===== config.mk =====
export PLATFORM = sky130hd
export DESIGN_NAME = instr_fetch_unit
export DESIGN_NICKNAME = d
export VERILOG_FILES = /design/src/rtl/instr_fetch_unit.sv
export SDC_FILE = /design/constraint.sdc
export NUM_CORES = 1
export LEC_CHECK = 0
export BUFFER_PORTS_ARGS = -buffer_cell sky130_fd_sc_hd__buf_4
export CAP_MARGIN = 40
export CORE_AREA = 2 2 137 139
export DETAILED_ROUTE_END_ITERATION = 7
export DIE_AREA = 0 0 139 141
export GPL_TIMING_DRIVEN = 0
export PLACE_DENSITY = 0.85
export SETUP_SLACK_MARGIN = 0.02
export SYNTH_ARGS = -nofsm -noshare
export SYNTH_HDL_FRONTEND = slang
export SYNTH_SLANG_ARGS = --single-unit

===== constraint.sdc =====
create_clock -name clk -period 5.1 [get_ports clk]
set_input_delay 0.255 -clock clk [delete_from_list [all_inputs] [get_ports clk]]
set_output_delay 0.255 -clock clk [all_outputs]
set_load 0.02 [all_outputs]

===== src/rtl/instr_fetch_unit.sv =====
// instr_fetch_unit: PC holder issuing one imem read at a time, registering the instruction for decode.
// Optional FETCH_ALIGN_CHECK_EN: misaligned redirect targets raise a sticky fetch_fault_out and park in FAULT.
module instr_fetch_unit #(
   parameter int              XLEN     = 64,
   parameter logic [XLEN-1:0] RESET_PC = '0
) (
   input  logic            clk,
   input  logic            reset,
   output logic            imem_req_out,
   output logic [XLEN-1:0] imem_addr_out,
   input  logic            imem_rvalid_in,
   input  logic [31:0]     imem_rdata_in,
   output logic            id_valid_out,
   input  logic            id_ready_in,
   output logic [XLEN-1:0] id_pc_out,
   output logic [31:0]     id_instr_out,
   output logic [6:0]      opcode_out,
   output logic [2:0]      funct3_out,
   output logic [6:0]      funct7_out,
   output logic [4:0]      rd_out,
   output logic [4:0]      rs1_out,
   output logic [4:0]      rs2_out,
`ifdef FETCH_ALIGN_CHECK_EN
   output logic            fetch_fault_out,
`endif
   input  logic            redirect_in,
   input  logic [XLEN-1:0] redirect_pc_in
);
`ifdef FETCH_ALIGN_CHECK_EN
   typedef enum logic [2:0] {FETCH, WAIT, DROP, HOLD, FAULT} state_t;
`else
   typedef enum logic [1:0] {FETCH, WAIT, DROP, HOLD} state_t;
`endif
   state_t            r_state, w_state;
   logic [XLEN-1:0]   r_pc, w_pc, r_id_pc, w_id_pc;
   logic [31:0]       r_instr, w_instr;
   logic              r_valid, w_valid;
   logic [XLEN-1:0]   w_target;
`ifdef FETCH_ALIGN_CHECK_EN
   assign w_target = redirect_pc_in;
`else
   assign w_target = redirect_pc_in & ~XLEN'(3);
`endif
   always_ff @(posedge clk or posedge reset) begin
      if (reset) begin
         r_state <= FETCH;
         r_pc    <= RESET_PC;
         r_id_pc <= '0;
         r_instr <= '0;
         r_valid <= 1'b0;
      end else begin
         r_state <= w_state;
         r_pc    <= w_pc;
         r_id_pc <= w_id_pc;
         r_instr <= w_instr;
         r_valid <= w_valid;
      end
   end
   always_comb begin
      w_state = r_state;
      w_pc    = r_pc;
      w_id_pc = r_id_pc;
      w_instr = r_instr;
      w_valid = r_valid;
      case (r_state)
         FETCH: begin
            w_state = redirect_in ? DROP : WAIT;
            w_pc    = redirect_in ? w_target : r_pc;
         end
         WAIT: begin
            if (redirect_in) begin
               w_pc    = w_target;
               w_state = imem_rvalid_in ? FETCH : DROP;
            end else if (imem_rvalid_in) begin
               w_instr = imem_rdata_in;
               w_id_pc = r_pc;
               w_valid = 1'b1;
               w_pc    = r_pc + XLEN'(4);
               w_state = HOLD;
            end
         end
         DROP: begin
            w_pc    = redirect_in ? w_target : r_pc;
            w_state = imem_rvalid_in ? FETCH : DROP;
         end
         HOLD: begin
            // a redirect kills the held instruction even if it is being accepted
            w_pc    = redirect_in ? w_target : r_pc;
            w_valid = r_valid & ~redirect_in & ~id_ready_in;
            w_state = (redirect_in | id_ready_in) ? FETCH : HOLD;
         end
         default: ;
      endcase
`ifdef FETCH_ALIGN_CHECK_EN
      if (r_state != FAULT && redirect_in && redirect_pc_in[1:0] != 2'b00) begin
         w_state = FAULT;
         w_pc    = r_pc;
         w_valid = 1'b0;
      end
`endif
   end
   assign imem_req_out  = (r_state == FETCH) & ~reset;
   assign imem_addr_out = r_pc;
   assign id_valid_out  = r_valid;
   assign id_pc_out     = r_id_pc;
   assign id_instr_out  = r_instr;
   assign opcode_out    = r_instr[6:0];
   assign rd_out        = r_instr[11:7];
   assign funct3_out    = r_instr[14:12];
   assign rs1_out       = r_instr[19:15];
   assign rs2_out       = r_instr[24:20];
   assign funct7_out    = r_instr[31:25];
`ifdef FETCH_ALIGN_CHECK_EN
   assign fetch_fault_out = (r_state == FAULT);
`endif
endmodule


# == Word-level counts from Yosys, hierarchy flattened ==
# Index checks and enable logic that the tools add are counted.
# Widths: inputs -> output; s select.
# word_totals
out_inout_bits,194
ramBits,0
latchBits,0
elab_cells,39
n_memories,0
mem_bits_ro,0
reg_bits,163
# classes
n_bitwise,7
div_mod_pow,0
eq_ne,7
shift,0
order_cmp,0
n_mul,0
n_reduce_logical,6
muxes,13
n_addsub,1
# ops
op,n
$mux 64,3
$pmux 64 s2,1
$add 64x3->64 const B,1
$mux 2,5
$pmux 2 s4,1
$reduce_and 3->1,2
$eq 2x2->1 const B,2
$ne 2x2->1 const B,2
$and 1x1->1,3
$ne 3x3->1 const B,1
$not 1->1,3
$reduce_or 3->1,1
$eq 2x1->1 const B,1
$logic_not 2->1,1
$mux 1,2
$ne 2x1->1 const B,1
$pmux 1 s2,1
$reduce_and 2->1,1
$reduce_bool 2->1,1
$or 1x1->1,1

# == Longest topological paths before layout ==
# Gate-level depths: netlist of the first run.
# logic_depth
word_depth,4
ltp_mapped,9
mapped_depth_nobuf,6

# == Worst setup path before layout of the first run ==
# No wires, ideal clock.
# synth_path
path_kind,register -> register
from,"register r_pc[2], in the netlist imem_addr_out[2]"
to,"register r_pc[50], in the netlist imem_addr_out[50]"
t_arrival_ns,2.427
stages_incl_launch_ff,8
slack_ns,2.591
setup_ns,0.082
t_required_ns,5.018
path_cell_list,dfrtp_1 -> ha_1 -> and4_2 -> nand3_4 -> or4_1 -> clkbuf_1 -> or4_1 -> a31oi_1
# synth_between
elab_chain_len,4
# synth_lines
element,line_no,text
start: declaration,35,"logic [XLEN-1:0] r_pc, w_pc, r_id_pc, w_id_pc;"
start signal: assignment,53,r_pc <= w_pc;
$add 64x3->64,78,w_pc = r_pc + XLEN'(4);
$mux 64,74,end else if (imem_rvalid_in) begin
$mux 64,71,if (redirect_in) begin
$pmux 64 s2,65,case (r_state)
# No other way between the ends. The select of a mux whose other input is x is not followed.
# A chain may end at the register's enable or synchronous reset.

# == Worst setup path in the final report of the first run ==
# layout_path
from,"register r_pc[2], in the netlist imem_addr_out[2]"
to,"register r_pc[61], in the netlist imem_addr_out[61]"
# The elaborated chain is that of the path after synthesis.

==> impl_results.rst, run 1 <==
.. list-table::
   :header-rows: 1

   * - Metric
     - Value
   * - Switch share
     - 0.399
   * - Tightest hold margin
     - 0.0147 ns
   * - Area taken by multi-input logic gates
     - 3460 um2
   * - Ratio of cells with drive above 1 in the final layout
     - 0.302
   * - Starting DRC count in detailed routing
     - 843
   * - Dominant cell by count in the synthesized netlist
     - sky130_fd_sc_hd__nand2_1
   * - Peak supply drop
     - 429 uV
   * - Overall routing resource usage
     - 0.302
   * - Pin count of the biggest net entering global routing
     - 86
   * - # rows
     - 50
   * - Data arrival at the endpoint of the critical path
     - 3.33 ns
   * - Run status
     - finished clean
   * - CTS Buffer Depth
     - 2
   * - Filler instances
     - 1,559
   * - DP HPWL
     - 22.1 mm
   * - Port bufs
     - 288
   * - Total of warnings raised by yosys
     - 0
   * - Portion of total power attributed to combinational logic
     - 0.426
   * - Number of buffers added by the clock tree synthesis step
     - 17
   * - Number of placed cells counting well taps
     - 1,460
   * - Effective utilization at floorplan
     - 0.436
   * - Reg-to-reg setup timing slack
     - 2.07 ns
   * - Top cells by instance count after synthesis
     - 313 x sky130_fd_sc_hd__nand2_1, 159 x sky130_fd_sc_hd__dfrtp_1, 45 x sky130_fd_sc_hd__clkbuf_1, 45 x sky130_fd_sc_hd__nor2_1, 37 x sky130_fd_sc_hd__buf_4
   * - Post-synthesis area per instance
     - 8.55 um2
   * - Vias per Instance
     - 5.75
   * - Post-synthesis cell count
     - 932
   * - Buf/Inv on CP
     - 2
   * - TritonCTS clock tree
     - done
   * - Actual transition at the worst max-transition pin
     - 0.981 ns
   * - Post-synth EDFFs
     - 0
   * - Final-report setup violation count
     - 0
   * - Kind of launch point of the worst setup path
     - flip-flop
   * - Peak clock frequency supported by timing
     - 330 MHz
   * - Reported net switching power
     - 2380 uW
   * - Die outline width
     - 139 um
   * - Most used flip-flop cell after synthesis
     - sky130_fd_sc_hd__dfrtp_1
   * - Clock network fraction of design power
     - 0.229
   * - Number of pins exceeding their max-slew limit in the final report
     - 0
   * - Share of Yosys cell area claimed by the top area cell type
     - 0.499
   * - Number of max-capacitance violations reported
     - 0
   * - Core occupancy in the finished layout
     - 0.609
   * - Critical path class
     - reg -> reg
   * - Core region area
     - 18,300 um2
   * - Number of buffers added for setup after CTS
     - 0
   * - RePlAce Congestion
     - 0.986
   * - Area of the mapped netlist
     - 7970 um2
   * - Via count of the first global-routing pass
     - 8,204
   * - Required arrival time at the worst endpoint
     - 5.40 ns
   * - Number of vias after detailed routing
     - 8,581
   * - Full die area
     - 19,600 um2
   * - Worst clock skew
     - 0.00927 ns
   * - Die outline height
     - 141 um
   * - Delay contributed by the slowest stage of the critical path
     - 0.61 ns
   * - Remaining global-route overflow
     - 0
   * - Cell at the root of the clock tree
     - sky130_fd_sc_hd__clkbuf_16
   * - Final routed wire length divided by cell count
     - 20.2 um
   * - Leak pwr
     - 0.00543 uW
   * - Clock slew seen by the registers of the worst setup and hold paths
     - 0.07 ns
   * - Layout area overhead
     - 39.6%
   * - Routed WL
     - 30.2 mm
   * - Hold violation count in the final report
     - 0
   * - Detailed-router iteration count before antenna repair
     - 8
   * - Number of inserted diodes
     - 0
   * - Final net count
     - 1,348
   * - Top cells by area in the synthesized netlist
     - sky130_fd_sc_hd__dfrtp_1 50%, sky130_fd_sc_hd__nand2_1 15%, sky130_fd_sc_hd__buf_4 3.5%
   * - Worst relative slew slack
     - 0.344
   * - Max FO, Critical Path
     - 10
   * - First-pass GRT wire length
     - 46.3 mm
   * - Sequential element share of the synthesized area
     - 0.499
   * - Internal power of the cells
     - 3580 uW
   * - Final clock period utilization by the worst path
     - 0.594
   * - RSZ-0062 raised after global routing
     - no
   * - Total clock sinks
     - 159
   * - Cell family contributing the most delay on the critical path
     - simple AND/OR/NAND/NOR gates
   * - Power density over cell area
     - 536 nW/um2
   * - Antenna-violating nets left
     - 0
   * - Insertion delay of the later-clocked pin in the worst-skew pair
     - 0.43 ns
   * - Layout Cells excl Fill
     - 1,493
   * - Crit path capture type
     - flip-flop
   * - Share of synthesized registers carrying an async set or reset
     - 1.00
   * - Class of the tightest hold or removal check
     - in -> reg
   * - Distinct cell type count of the synthesized netlist
     - 65
   * - Proportion of power drawn by flip-flops and latches
     - 0.345
   * - Final min period
     - 3.03 ns
   * - Synthesized flop and latch total
     - 159
   * - H-tree level count
     - 4
   * - Library cell contributing the largest single delay on the critical path
     - sky130_fd_sc_hd__nor4b_2
   * - Cells along the critical path
     - and3_1 > clkbuf_1 > nand4_1 > nor4b_2 > buf_2 > a21oi_1 > a311o_1
   * - DRC violations left
     - 0
   * - Aggregate negative setup slack
     - 0 ns
   * - Total Power
     - 5970 uW
   * - Initial antenna violation count
     - 0
   * - Sequential cell area
     - 3980 um2
   * - Boundary Pins
     - 295
   * - Cell accounting for the most synthesized area
     - sky130_fd_sc_hd__dfrtp_1
[area by class of cell]
cell class                      instances  share of cell area
Clock buffer                           17              0.0382
Multi-Input combinational cell        670               0.311
Buffer                                 93              0.0448
Timing Repair Buffer                  292               0.200
Sequential cell                       159               0.358
Tap cell                              234              0.0263
Clock inverter                         15              0.0178
Inverter                               13             0.00506
[registers in the layout, summed over array words and instances, names as in the netlist]
name and flops:
id_valid_out 1, id_pc_out 62, id_instr_out 32, r_state 2
imem_addr_out 62
[power by group through the flow]
| stage | Sequential, uW | Clock, uW | Combinational [uW] |
|---|---|---|---|
| 2_1_floorplan | 2510 | 0 | 879 |
| 3_3_place_gp | 2050 | 0 | 2500 |
| 3_5_place_dp | 2070 | 0 | 2550 |
| 4_1_cts | 2050 | 1380 | 2550 |
| 5_1_grt | 2110 | 1430 | 2710 |
| 6_report | 2060 | 1370 | 2540 |
[metal layers]
layer  share of wire  track usage
met5               0            0
met4           0.040        0.112
met3            0.11       0.0774
met2            0.47        0.494
met1            0.39        0.390
[worst paths after layout]
kind	start	to	cells after the start
max	imem_addr_out[2]$_DFFE_PP0P_	imem_addr_out[61]$_DFFE_PP0P_	7
min	imem_rdata_in[20]	id_instr_out[20]$_DFFE_PP0P_	3
max reg2reg	imem_addr_out[2]$_DFFE_PP0P_	imem_addr_out[61]$_DFFE_PP0P_	7
min reg2reg	id_pc_out[3]$_DFFE_PP0P_	id_pc_out[3]$_DFFE_PP0P_	2
max in group asynchronous	reset	id_instr_out[27]$_DFFE_PP0P_	4
min in group asynchronous	reset	id_valid_out$_DFFE_PP0P_	3
[stage by stage]
step	setup slack, ns	area, um2
floorplan	0.553	7980
global placement	-1.39	10400
detailed placement	2.26	10500
CTS	2.19	11100
global route	2.00	11100
finish	2.07	11100
[logic make-up after synthesis]
group           count (synthesis)  synth area share
fa+ha+maj                       1           0.00157
mux                             3           0.00392
xor+xnor                       10            0.0110
simple gates                  500             0.289
flops                         159             0.499
compound gates                152             0.127
buf+inv                       106            0.0686
other cells                     1          0.000470
[cell usage in the layout (no fill, tap or decap), types with 4 or more instances in the layout]
cell,Yosys,final
sky130_fd_sc_hd__nand3b_1,4,4
sky130_fd_sc_hd__inv_8,0,4
sky130_fd_sc_hd__and3_1,12,12
sky130_fd_sc_hd__nor4_1,14,14
sky130_fd_sc_hd__or4_1,9,9
sky130_fd_sc_hd__nand4_1,27,27
sky130_fd_sc_hd__o22ai_1,11,11
sky130_fd_sc_hd__o31a_1,6,6
sky130_fd_sc_hd__clkbuf_16,0,17
sky130_fd_sc_hd__a311oi_1,7,7
sky130_fd_sc_hd__a31oi_1,18,18
sky130_fd_sc_hd__o31ai_1,8,8
sky130_fd_sc_hd__and4_1,16,16
sky130_fd_sc_hd__o21ai_0,31,31
sky130_fd_sc_hd__nand2b_1,4,4
sky130_fd_sc_hd__nor3_1,12,12
sky130_fd_sc_hd__buf_4,37,325
sky130_fd_sc_hd__conb_1,1,4
sky130_fd_sc_hd__inv_6,0,5
sky130_fd_sc_hd__clkbuf_1,45,45
sky130_fd_sc_hd__nand2_1,313,313
sky130_fd_sc_hd__xnor2_1,9,9
sky130_fd_sc_hd__buf_2,6,6
sky130_fd_sc_hd__dfrtp_1,159,159
sky130_fd_sc_hd__nand3_1,21,21
sky130_fd_sc_hd__o32a_1,7,7
sky130_fd_sc_hd__and2_1,6,6
sky130_fd_sc_hd__a21oi_1,31,31
sky130_fd_sc_hd__a211oi_1,8,8
sky130_fd_sc_hd__inv_1,13,12
sky130_fd_sc_hd__nor2_1,45,45
[worst register-to-register path: stages (launching register included)]
cell,delay (ns)
sky130_fd_sc_hd__dfrtp_1,0.50
sky130_fd_sc_hd__and3_1,0.21
sky130_fd_sc_hd__clkbuf_1,0.25
sky130_fd_sc_hd__nand4_1,0.55
sky130_fd_sc_hd__nor4b_2,0.61
sky130_fd_sc_hd__buf_2,0.32
sky130_fd_sc_hd__a21oi_1,0.12
sky130_fd_sc_hd__a311o_1,0.35
[what timing repair did]
| item | in CTS | in global routing |
|---|---|---|
| hold buffers | 1 | 0 |
| hold endpoints to repair | 84 | 0 |
| gates resized for setup | 0 | 0 |
Power figures use the tool's default switching activity.
==> run 2: changes to the inputs <==
==> constraint.sdc (replaced) <==
create_clock -name clk -period 2.8 [get_ports clk]
set_input_delay 0.14 -clock clk [delete_from_list [all_inputs] [get_ports clk]]
set_output_delay 0.14 -clock clk [all_outputs]
set_load 0.02 [all_outputs]
==> impl_results.rst, run 2 (synthesized netlist as in run 1, its figures left out) <==
.. list-table::
   :header-rows: 1

   * - Metric
     - Value
   * - Run status
     - finished clean
   * - Core occupancy in the finished layout
     - 0.645 (+0.0360)
   * - Worst hold path stage count
     - 3 (unchanged)
   * - Antenna-violating nets left
     - 0 (unchanged)
   * - Pin count of the biggest net entering global routing
     - 39 (-55%)
   * - Most frequent standard cell in the layout excluding fill and tap cells
     - sky130_fd_sc_hd__buf_4
   * - # rows
     - 50 (unchanged)
   * - Worst clock skew
     - 0.0126 ns (+0.00336 ns)
   * - TritonCTS clock tree
     - done
   * - Full die area
     - 19,600 um2 (unchanged)
   * - Leak pwr
     - 0.00569 uW (+4.8%)
   * - Crit path capture type
     - flip-flop
   * - Die outline height
     - 141 um (unchanged)
   * - Final routed wire length divided by cell count
     - 20.4 um (+0.87%)
   * - Boundary Pins
     - 295 (unchanged)
   * - Filler instances
     - 1,499 (-3.8%)
   * - Remaining global-route overflow
     - 0 (unchanged)
   * - Cells along the critical path
     - buf_2 > and3b_1 > buf_2 > nand2_1 > clkbuf_1 > clkbuf_1 > nand2_1 > nand2_1
   * - Ratio of cells with drive above 1 in the final layout
     - 0.293 (-0.00833)
   * - Critical Path Most Common Cell
     - sky130_fd_sc_hd__nand2_1
   * - Launch instance of the worst min-delay path
     - redirect_pc_in[58]
   * - Delay contributed by the slowest stage of the critical path
     - 0.73 ns (+0.12 ns)
   * - Cell at the root of the clock tree
     - sky130_fd_sc_hd__clkbuf_16
   * - Final clock period utilization by the worst path
     - 0.965 (+0.371)
   * - Library cell contributing the largest single delay on the critical path
     - sky130_fd_sc_hd__clkbuf_1
   * - Power density over cell area
     - 926 nW/um2 (+73%)
   * - Critical path class
     - reg -> reg
   * - Class of the tightest hold or removal check
     - in -> reg
   * - Actual transition at the worst max-transition pin
     - 0.915 ns (-0.0662 ns)
   * - RSZ-0062 raised after global routing
     - yes
   * - Final-report setup violation count
     - 0 (unchanged)
   * - Number of placed cells counting well taps
     - 1,464 (+0.27%)
   * - Layout Cells excl Fill
     - 1,556 (+4.2%)
   * - Core region area
     - 18,300 um2 (unchanged)
   * - Number of inserted diodes
     - 0 (unchanged)
   * - DP HPWL
     - 22.6 mm (+2.3%)
   * - Overall routing resource usage
     - 0.319 (+0.0169)
   * - H-tree level count
     - 4 (unchanged)
   * - Via count of the first global-routing pass
     - 8,666 (+5.6%)
   * - Detailed-router iteration count before antenna repair
     - 8 (unchanged)
   * - Number of vias after detailed routing
     - 8,861 (+3.3%)
   * - Max FO, Critical Path
     - 10 (unchanged)
   * - Tightest hold margin
     - 0.0249 ns (+0.0102 ns)
   * - Required arrival time at the worst endpoint
     - 3.16 ns (-2.24 ns)
   * - Die outline width
     - 139 um (unchanged)
   * - Port bufs
     - 288 (unchanged)
   * - DRC violations left
     - 0 (unchanged)
   * - Vias per Instance
     - 5.69 (-0.92%)
   * - Total Power
     - 10,900 uW (+83%)
   * - Number of pins exceeding their max-slew limit in the final report
     - 0 (unchanged)
   * - Most frequent cells in the layout
     - 326 x sky130_fd_sc_hd__buf_4, 313 x sky130_fd_sc_hd__nand2_1, 157 x sky130_fd_sc_hd__dfrtp_1, 61 x sky130_fd_sc_hd__dlygate4sd3_1, 45 x sky130_fd_sc_hd__nor2_1
   * - Routed WL
     - 31.8 mm (+5.1%)
   * - Starting DRC count in detailed routing
     - 909 (+7.8%)
   * - Depth of the worst register-to-register path
     - 8 (+1)
   * - Initial antenna violation count
     - 0 (unchanged)
   * - Reg2reg start
     - r_state[0]$_DFFE_PP0P_
   * - First-pass GRT wire length
     - 48.5 mm (+4.7%)
   * - Final min period
     - 2.70 ns (-0.328 ns)
   * - Layout area overhead
     - 47.8%
   * - Reg-to-reg setup timing slack
     - 0.1 ns (-1.97 ns)
   * - Min-Delay Endpoint
     - imem_addr_out[58]$_DFFE_PP0P_
   * - Post-layout worst setup margin
     - 0.0968 ns (-1.97 ns)
   * - Peak clock frequency supported by timing
     - 370 MHz (+12%)
   * - Number of max-capacitance violations reported
     - 0 (unchanged)
   * - Data arrival at the endpoint of the critical path
     - 3.06 ns (-0.27 ns)
   * - RePlAce Congestion
     - 0.957 (-3.0%)
   * - Final net count
     - 1,412 (+4.7%)
   * - Peak supply drop
     - 780 uV (+82%)
   * - Effective utilization at floorplan
     - 0.436 (unchanged)
   * - Worst relative slew slack
     - 0.390 (+0.0455)
   * - Reg2reg end
     - id_instr_out[2]$_DFFE_PP0P_
   * - Number of buffers added by the clock tree synthesis step
     - 17 (unchanged)
   * - Kind of launch point of the worst setup path
     - flip-flop
   * - Total clock sinks
     - 159 (unchanged)
   * - Clock slew seen by the registers of the worst setup and hold paths
     - 0.07 ns (about the same)
   * - Hold violation count in the final report
     - 0 (unchanged)
   * - Insertion delay of the later-clocked pin in the worst-skew pair
     - 0.43 ns (about the same)
   * - Setup WS pre-CTS
     - -0.0469 ns (-2.30 ns)
   * - CTS Buffer Depth
     - 2 (unchanged)
-- run 2: worst max path at each step --
stage	startpoint	to	slack, ns	cells past startpoint
global placement	reset	id_instr_out[25]$_DFFE_PP0P_	-0.42	2
global route	r_state[0]$_DFFE_PP0P_	id_instr_out[8]$_DFFE_PP0P_	0.02	8
floorplan	imem_addr_out[2]$_DFFE_PP0P_	imem_addr_out[52]$_DFFE_PP0P_	0.29	7
finish	r_state[0]$_DFFE_PP0P_	id_instr_out[2]$_DFFE_PP0P_	0.1	8
CTS	imem_addr_out[2]$_DFFE_PP0P_	imem_addr_out[52]$_DFFE_PP0P_	0.07	7
detailed placement	imem_addr_out[2]$_DFFE_PP0P_	imem_addr_out[61]$_DFFE_PP0P_	-0.05	7
-- run 2: critical path, delay by kind of cell (launching register included) --
| kind | cells | cell delay (ns) |
|---|---|---|
| buffers and inverters | 4 | 1.60 |
| DFF | 1 | 0.36 |
| and+or+nand+nor | 4 | 0.67 |
-- run 2: repair_timing --
action                                 4_1_cts  5_1_grt
buffers inserted                             1        0
pin swaps                                    1        0
setup endpoints to repair                    2        5
hold buffers                                61        0
endpoints found under the hold margin       78        0
gates resized for setup                      0        4
-- run 2: layout make-up --
type / instances / area (um2) / share of cell area
multi-input combinational: 670 / 3470 / 0.294
inverter: 13 / 52.6 / 0.00446
tap: 234 / 293 / 0.0248
sequential: 159 / 3980 / 0.338
timing repair buffer: 357 / 2890 / 0.245
clock inverter: 10 / 126 / 0.0107
clock buffer: 21 / 480 / 0.0408
buffer: 92 / 494 / 0.0419
-- run 2: layer usage --
| metal | vias up | track usage | routed length, um |
|---|---|---|---|
| li1 | 3959 | - | - |
| met1 | 4152 | 0.390 | 11700 |
| met2 | 616 | 0.516 | 14900 |
| met3 | 134 | 0.0785 | 3230 |
| met4 | 0 | 0.187 | 1910 |
| met5 | - | 0 | 0 |
-- run 2: metrics by stage --
step	cell area, um2	setup TNS, ns
global route	11800	0
finish	11800	0
floorplan	7990	0
CTS	11800	0
global placement	10400	-65.65
detailed placement	10500	-0.0469
-- run 2: power breakdown --
part / internal [uW] / total [uW] / switching (uW)
Sequential: 3070 / 3770 / 704
Clock: 1410 / 2390 / 976
Combinational: 2090 / 4750 / 2660
